===== config.mk =====
export PLATFORM = sky130hd
export DESIGN_NAME = seg_scan_mux
export DESIGN_NICKNAME = d
export VERILOG_FILES = /design/src/rtl/seg_scan_mux.sv
export SDC_FILE = /design/constraint.sdc
export NUM_CORES = 1
export LEC_CHECK = 0
export CAP_MARGIN = 10
export CORE_ASPECT_RATIO = 0.8
export CORE_MARGIN = 5
export CORE_UTILIZATION = 45
export CTS_CLUSTER_SIZE = 8
export DETAILED_ROUTE_END_ITERATION = 7
export PLACE_DENSITY = 0.66
export SLEW_MARGIN = 20
export SYNTH_ARGS = -nofsm -noshare
export SYNTH_HDL_FRONTEND = slang
export SYNTH_SLANG_ARGS = --single-unit
export TNS_END_PERCENT = 50

===== constraint.sdc =====
create_clock -name clk -period 3.76 [get_ports clk]
set_input_delay 0.752 -clock clk [delete_from_list [all_inputs] [get_ports clk]]
set_output_delay 0.752 -clock clk [all_outputs]
set_load 0.02 [all_outputs]

===== src/rtl/seg_scan_mux.sv =====
`default_nettype none
// ============================================================================
// Module   : seg_scan_mux
// Brief    : Self-timed seven-segment scan multiplexer with a programmable
//            window onto a packed BCD bus, per-frame snapshot and optional
//            leading-zero blanking.
// Revision : 1.0 - initial release
// ============================================================================
module seg_scan_mux #(
    parameter int NUM_NIBBLES = 6,
    parameter int DIGITS      = 4,
    parameter int SCAN_DIV    = 50000,
    parameter int BASE_W      = 3
) (
    input  logic                     clk,
    input  logic                     rst,
    input  logic [4*NUM_NIBBLES-1:0] count,
    input  logic [BASE_W-1:0]        win_base,
    input  logic                     blank_lz,
    output logic [DIGITS-1:0]        an,
    output logic [3:0]               x,
    output logic                     blank,
    output logic                     frame_tick
);

    localparam int c_DIV_W = (SCAN_DIV > 1) ? $clog2(SCAN_DIV) : 1;
    localparam int c_IDX_W = (DIGITS > 1) ? $clog2(DIGITS) : 1;

    localparam logic [c_DIV_W-1:0] c_DIV_LAST = c_DIV_W'(SCAN_DIV - 1);
    localparam logic [c_IDX_W-1:0] c_IDX_LAST = c_IDX_W'(DIGITS - 1);
    localparam logic [BASE_W-1:0]  c_MAX_BASE = BASE_W'(NUM_NIBBLES - DIGITS);

    logic [c_DIV_W-1:0]       r_div;
    logic [c_IDX_W-1:0]       r_idx;
    logic [4*NUM_NIBBLES-1:0] r_snap;
    logic [BASE_W-1:0]        r_base;
    logic [DIGITS-1:0]        r_an;
    logic [3:0]               r_x;
    logic                     r_blank;
    logic                     r_frame_tick;

    logic                     w_tick;
    logic [c_IDX_W-1:0]       w_idx_n;
    logic                     w_frame;
    logic [4*NUM_NIBBLES-1:0] w_snap;
    logic [BASE_W-1:0]        w_base;
    logic [3:0]               w_x_n;
    logic                     w_all_zero;
    logic                     w_blank_n;
    logic [DIGITS-1:0]        w_an_n;

    // Nibble p of a packed bus; positions past the top read as zero.
    function automatic logic [3:0] nib(input logic [4*NUM_NIBBLES-1:0] s, input int p);
        nib = 4'd0;
        for (int k = 0; k < NUM_NIBBLES; k++) begin
            if (k == p) nib = s[4*k +: 4];
        end
    endfunction

    // On a frame-start tick the new slot must already see the fresh capture.
    always_comb begin
        w_tick     = (r_div == c_DIV_LAST);
        w_idx_n    = (r_idx == c_IDX_LAST) ? '0 : r_idx + 1'b1;
        w_frame    = (w_idx_n == '0);
        w_snap     = w_frame ? count : r_snap;
        w_base     = w_frame ? ((win_base > c_MAX_BASE) ? c_MAX_BASE : win_base) : r_base;
        w_x_n      = nib(w_snap, int'(w_base) + int'(w_idx_n));
        w_all_zero = 1'b1;
        for (int j = 0; j < DIGITS; j++) begin
            if (j >= int'(w_idx_n) && nib(w_snap, int'(w_base) + j) != 4'd0)
                w_all_zero = 1'b0;
        end
        w_blank_n  = blank_lz && (w_idx_n != '0) && w_all_zero;
        w_an_n     = ~(DIGITS'(1) << w_idx_n);
    end

    always_ff @(posedge clk or negedge rst) begin
        if (!rst) begin
            r_div        <= '0;
            r_idx        <= c_IDX_LAST;
            r_snap       <= '0;
            r_base       <= '0;
            r_an         <= '1;
            r_x          <= 4'd0;
            r_blank      <= 1'b0;
            r_frame_tick <= 1'b0;
        end else begin
            r_frame_tick <= 1'b0;
            if (w_tick) begin
                r_div <= '0;
                r_idx <= w_idx_n;
                if (w_frame) begin
                    r_snap       <= count;
                    r_base       <= w_base;
                    r_frame_tick <= 1'b1;
                end
                if (w_blank_n) begin
                    r_an    <= '1;
                    r_x     <= 4'd0;
                    r_blank <= 1'b1;
                end else begin
                    r_an    <= w_an_n;
                    r_x     <= w_x_n;
                    r_blank <= 1'b0;
                end
            end else begin
                r_div <= r_div + 1'b1;
            end
        end
    end

    assign an         = r_an;
    assign x          = r_x;
    assign blank      = r_blank;
    assign frame_tick = r_frame_tick;

endmodule
`default_nettype wire


==> results.py <==
metrics = {
    "timing": {
        "finClkSkew_ps": 8.04,
        "slew_violations": 0,
        "fmax_mhz": 312,
        "rsz0062_at_grt": "no",
        "max_slew_margin_pct": 42.8,
        "min_period_over_period_pct": 85.3,
        "fin_tns_setup_ps": 0,
        "finalSetupViolCount": 0,
        "hold_viol": 0,
        "min_period_ps": 3210,
        "tightestPinTransition_ps": 856,
        "fin_ws_ps": 553,
    },
    "routing": {
        "wirelength_microns": 8640,
        "wire_per_inst_microns": 16.9,
        "drc": 0,
        "ant_nets": 0,
        "vias_per_cell": 5.67,
        "vias": 2892,
        "firstDrtPassIters": 5,
        "drt-initial-drc-count": 233,
    },
    "yosys": {
        "synth.area.mux_share_pct": 10.6,
        "synthFlopType": "dfrtp_1",
        "ys_seq_area_share_pct": 40.8,
        "synth-adder-area-share_pct": 4.28,
        "synth_cell_types": 61,
        "synth_xor_area_share_pct": 3.88,
        "synth_fp_nets": 412,
        "synth-compound-area-share_pct": 10.9,
        "synth_top_family_by_area": "simple AND/OR/NAND/NOR gates",
        "synthArstFlopShare_pct": 100,
        "syn_area_sq_um": 3390,
        "ys_warn_count": 0,
        "ys_seq_elements": 55,
        "syn_avg_cell_area_sq_um": 9.14,
        "synth_edf_count": 0,
        "synthCells": 371,
        "yosys.area_share.simple_pct": 26.5,
    },
    "cells_and_area": {
        "syn2layout_area_growth_pct": 19.2,
        "regArea_sq_um": 1380,
        "multi_input_area_sq_um": 1910,
        "fin_nets": 460,
        "diodes": 0,
        "post-route-util_pct": 54.9,
        "n_fill_cell": 675,
        "stdcell_count": 510,
        "layout-drive-gt1-share_pct": 12.6,
    },
    "power_and_ir_drop": {
        "power.density_nw_per_um2": 247,
        "ir_worst_vdd_mv": 0.146,
        "power.leakage_nw": 1.65,
    },
    "global_route": {
        "track_usage_pct": 19.3,
        "grt_pass1_wl_microns": 14600,
        "antenna_found_initial": 0,
        "grt_pass1_vias": 2917,
        "grt_overflow": 0,
        "grt_max_degree": 39,
    },
    "clocking": {
        "cts_resized": 0,
        "cts_hold_buf": 0,
        "postCtsSetupBuffers": 0,
        "path_clk_slew_ps": 100,
        "cts_tree": "yes",
        "clk_latency_ps": 310,
        "cts-root-buf": "clkbuf_8",
        "clockBufferDepth": 2,
        "cts_buffers": 5,
        "htree_levels": 2,
        "numClockSinks": 55,
    },
    "critical_path": {
        "path_delay_family": "compound AO/OA/AOI/OAI gates",
        "worstPathArrival_ps": 3430,
        "crit_chain": "clkdlybuf4s50_1, nor2_1, a21o_1, fa_1, or4b_2, o2bb2ai_1, buf_4, nand2_1, a21oi_1, o21ai_0, o31ai_1",
        "required_ps": 3980,
        "crit_path_top_delay_cell": "or4b_2",
        "crit_buf_inv": 2,
        "slowest_delay_ps": 620,
        "path_class": "in2reg",
        "startpoint_type": "primary input",
        "crit_fanout": 8,
        "end_kind": "flip-flop",
    },
    "placed_design": {
        "dpl.hpwl_microns": 6480,
        "pre_cts_slack_ps": 233,
        "dp.cells": 502,
        "routabilityCongestion": 0.848,
        "port_buffers": 39,
    },
    "job": {
        "drv_cap": 0,
    },
    "die": {
        "start_util_pct": 46.1,
        "rows": 28,
        "die_w_microns": 107,
        "core-area_sq_um": 7360,
        "dieArea_sq_um": 9380,
        "die_h_microns": 87.6,
        "ios": 40,
    },
    "hold_path": {
        "worstHoldPathType": "in2async",
    },
    "outcome": {
        "status": "completed",
    },
}
## cell usage after synthesis, drive strengths merged (6+ instances only)
cell type	number	area share [%]
a21oi	7	1.1
and2	6	1.1
buf	8	1.3
clkbuf	7	0.78
dfrtp	49	36
dfstp	6	4.7
ha	10	3.7
inv	9	1.0
mux2	8	2.7
mux2i	22	6.5
nand2	97	11
nand3	13	1.9
nor2	23	2.6
nor4	8	1.5
o21ai	10	1.5
xnor2	6	1.6
xor2	9	2.3
## final cells by class
type / instances / share of cell area (%)
timing repair buffer: 56 / 12.7
tap: 90 / 2.79
inverter: 9 / 0.836
clock buffer: 5 / 1.70
sequential: 55 / 34.3
clock inverter: 3 / 0.557
multi-input combinational: 292 / 47.2
## kinds of logic (layout without fill, tap and decap cells)
logic type	after synthesis	count (layout)
adders and majority gates	11	11
xor gates and xnor gates	15	15
muxes	32	32
AOI/OAI and AO/OA	51	51
and+or+nand+nor	183	183
DFF	55	55
buffers and inverters	24	73
## power breakdown
part           internal (W)  switching [W]
Clock              0.000134       0.000207
Sequential         0.000591              0
Combinational     0.0000337      0.0000302
Total              0.000759       0.000237
## layout by cell type, fill, tap and decap left out, drive strengths merged, types with 2 or more instances in the layout
cell and instances:
mux2i 22, nand2b 3, mux2 8, a21oi 7
o31ai 5, nand3 13, or4b 3, mux4 2
o21ai 10, a32o 2, ha 10, a31oi 2
nand4 4, a21o 3, inv 10, or3 2
clkbuf 5, nor2 23, nor2b 4, clkinv 2
and2 6, nand2 97, dfstp 6, buf 18
clkdlybuf4s50 38, or4 5, o211ai 4, nor3 4
and3 5, xnor2 6, xor2 9, dfrtp 49
nor4 8, o22a 3
## metal layers
layer  vias up  GRT usage, %  part of all wire (%)
met5         -             0                     0
met4         0          3.37                  0.16
met3         2          3.24                   5.0
met2        83          30.2                    46
met1      1403          28.7                    49
li1       1404             -                     -
## registers in the layout (all words and copies together), names as in the netlist
name / flops
blank: 1
r_base: 3
x: 4
an: 4
frame_tick: 1
r_div: 16
r_snap: 24
r_idx: 2
## worst paths after layout
path / start / slack [ps] / to / cells past startpoint
worst max-delay path: win_base[1] / 550 / x[1] / 11
worst min-delay path: rst / 370 / r_snap[12] / 1
worst max register to register: r_idx[0] / 570 / x[1] / 11
worst min register to register: r_div[0] / 500 / r_div[0] / 1
max in group asynchronous: rst / 2530 / an[2] / 2
min in group clk: r_div[0] / 500 / r_div[0] / 1
## metrics by stage
| step | instance area (sq um) | power (W) | hold slack (ps) |
|---|---|---|---|
| 2_1_floorplan | 3390 | 0.000612 | 448 |
| 3_3_place_gp | 3950 | 0.000667 | 468 |
| 3_5_place_dp | 3950 | 0.000667 | 480 |
| 4_1_cts | 4040 | 0.00101 | 375 |
| 5_1_grt | 4040 | 0.00104 | 399 |
| 6_report | 4040 | 0.000997 | 368 |
Note: power is estimated with default switching activity, not from simulation.
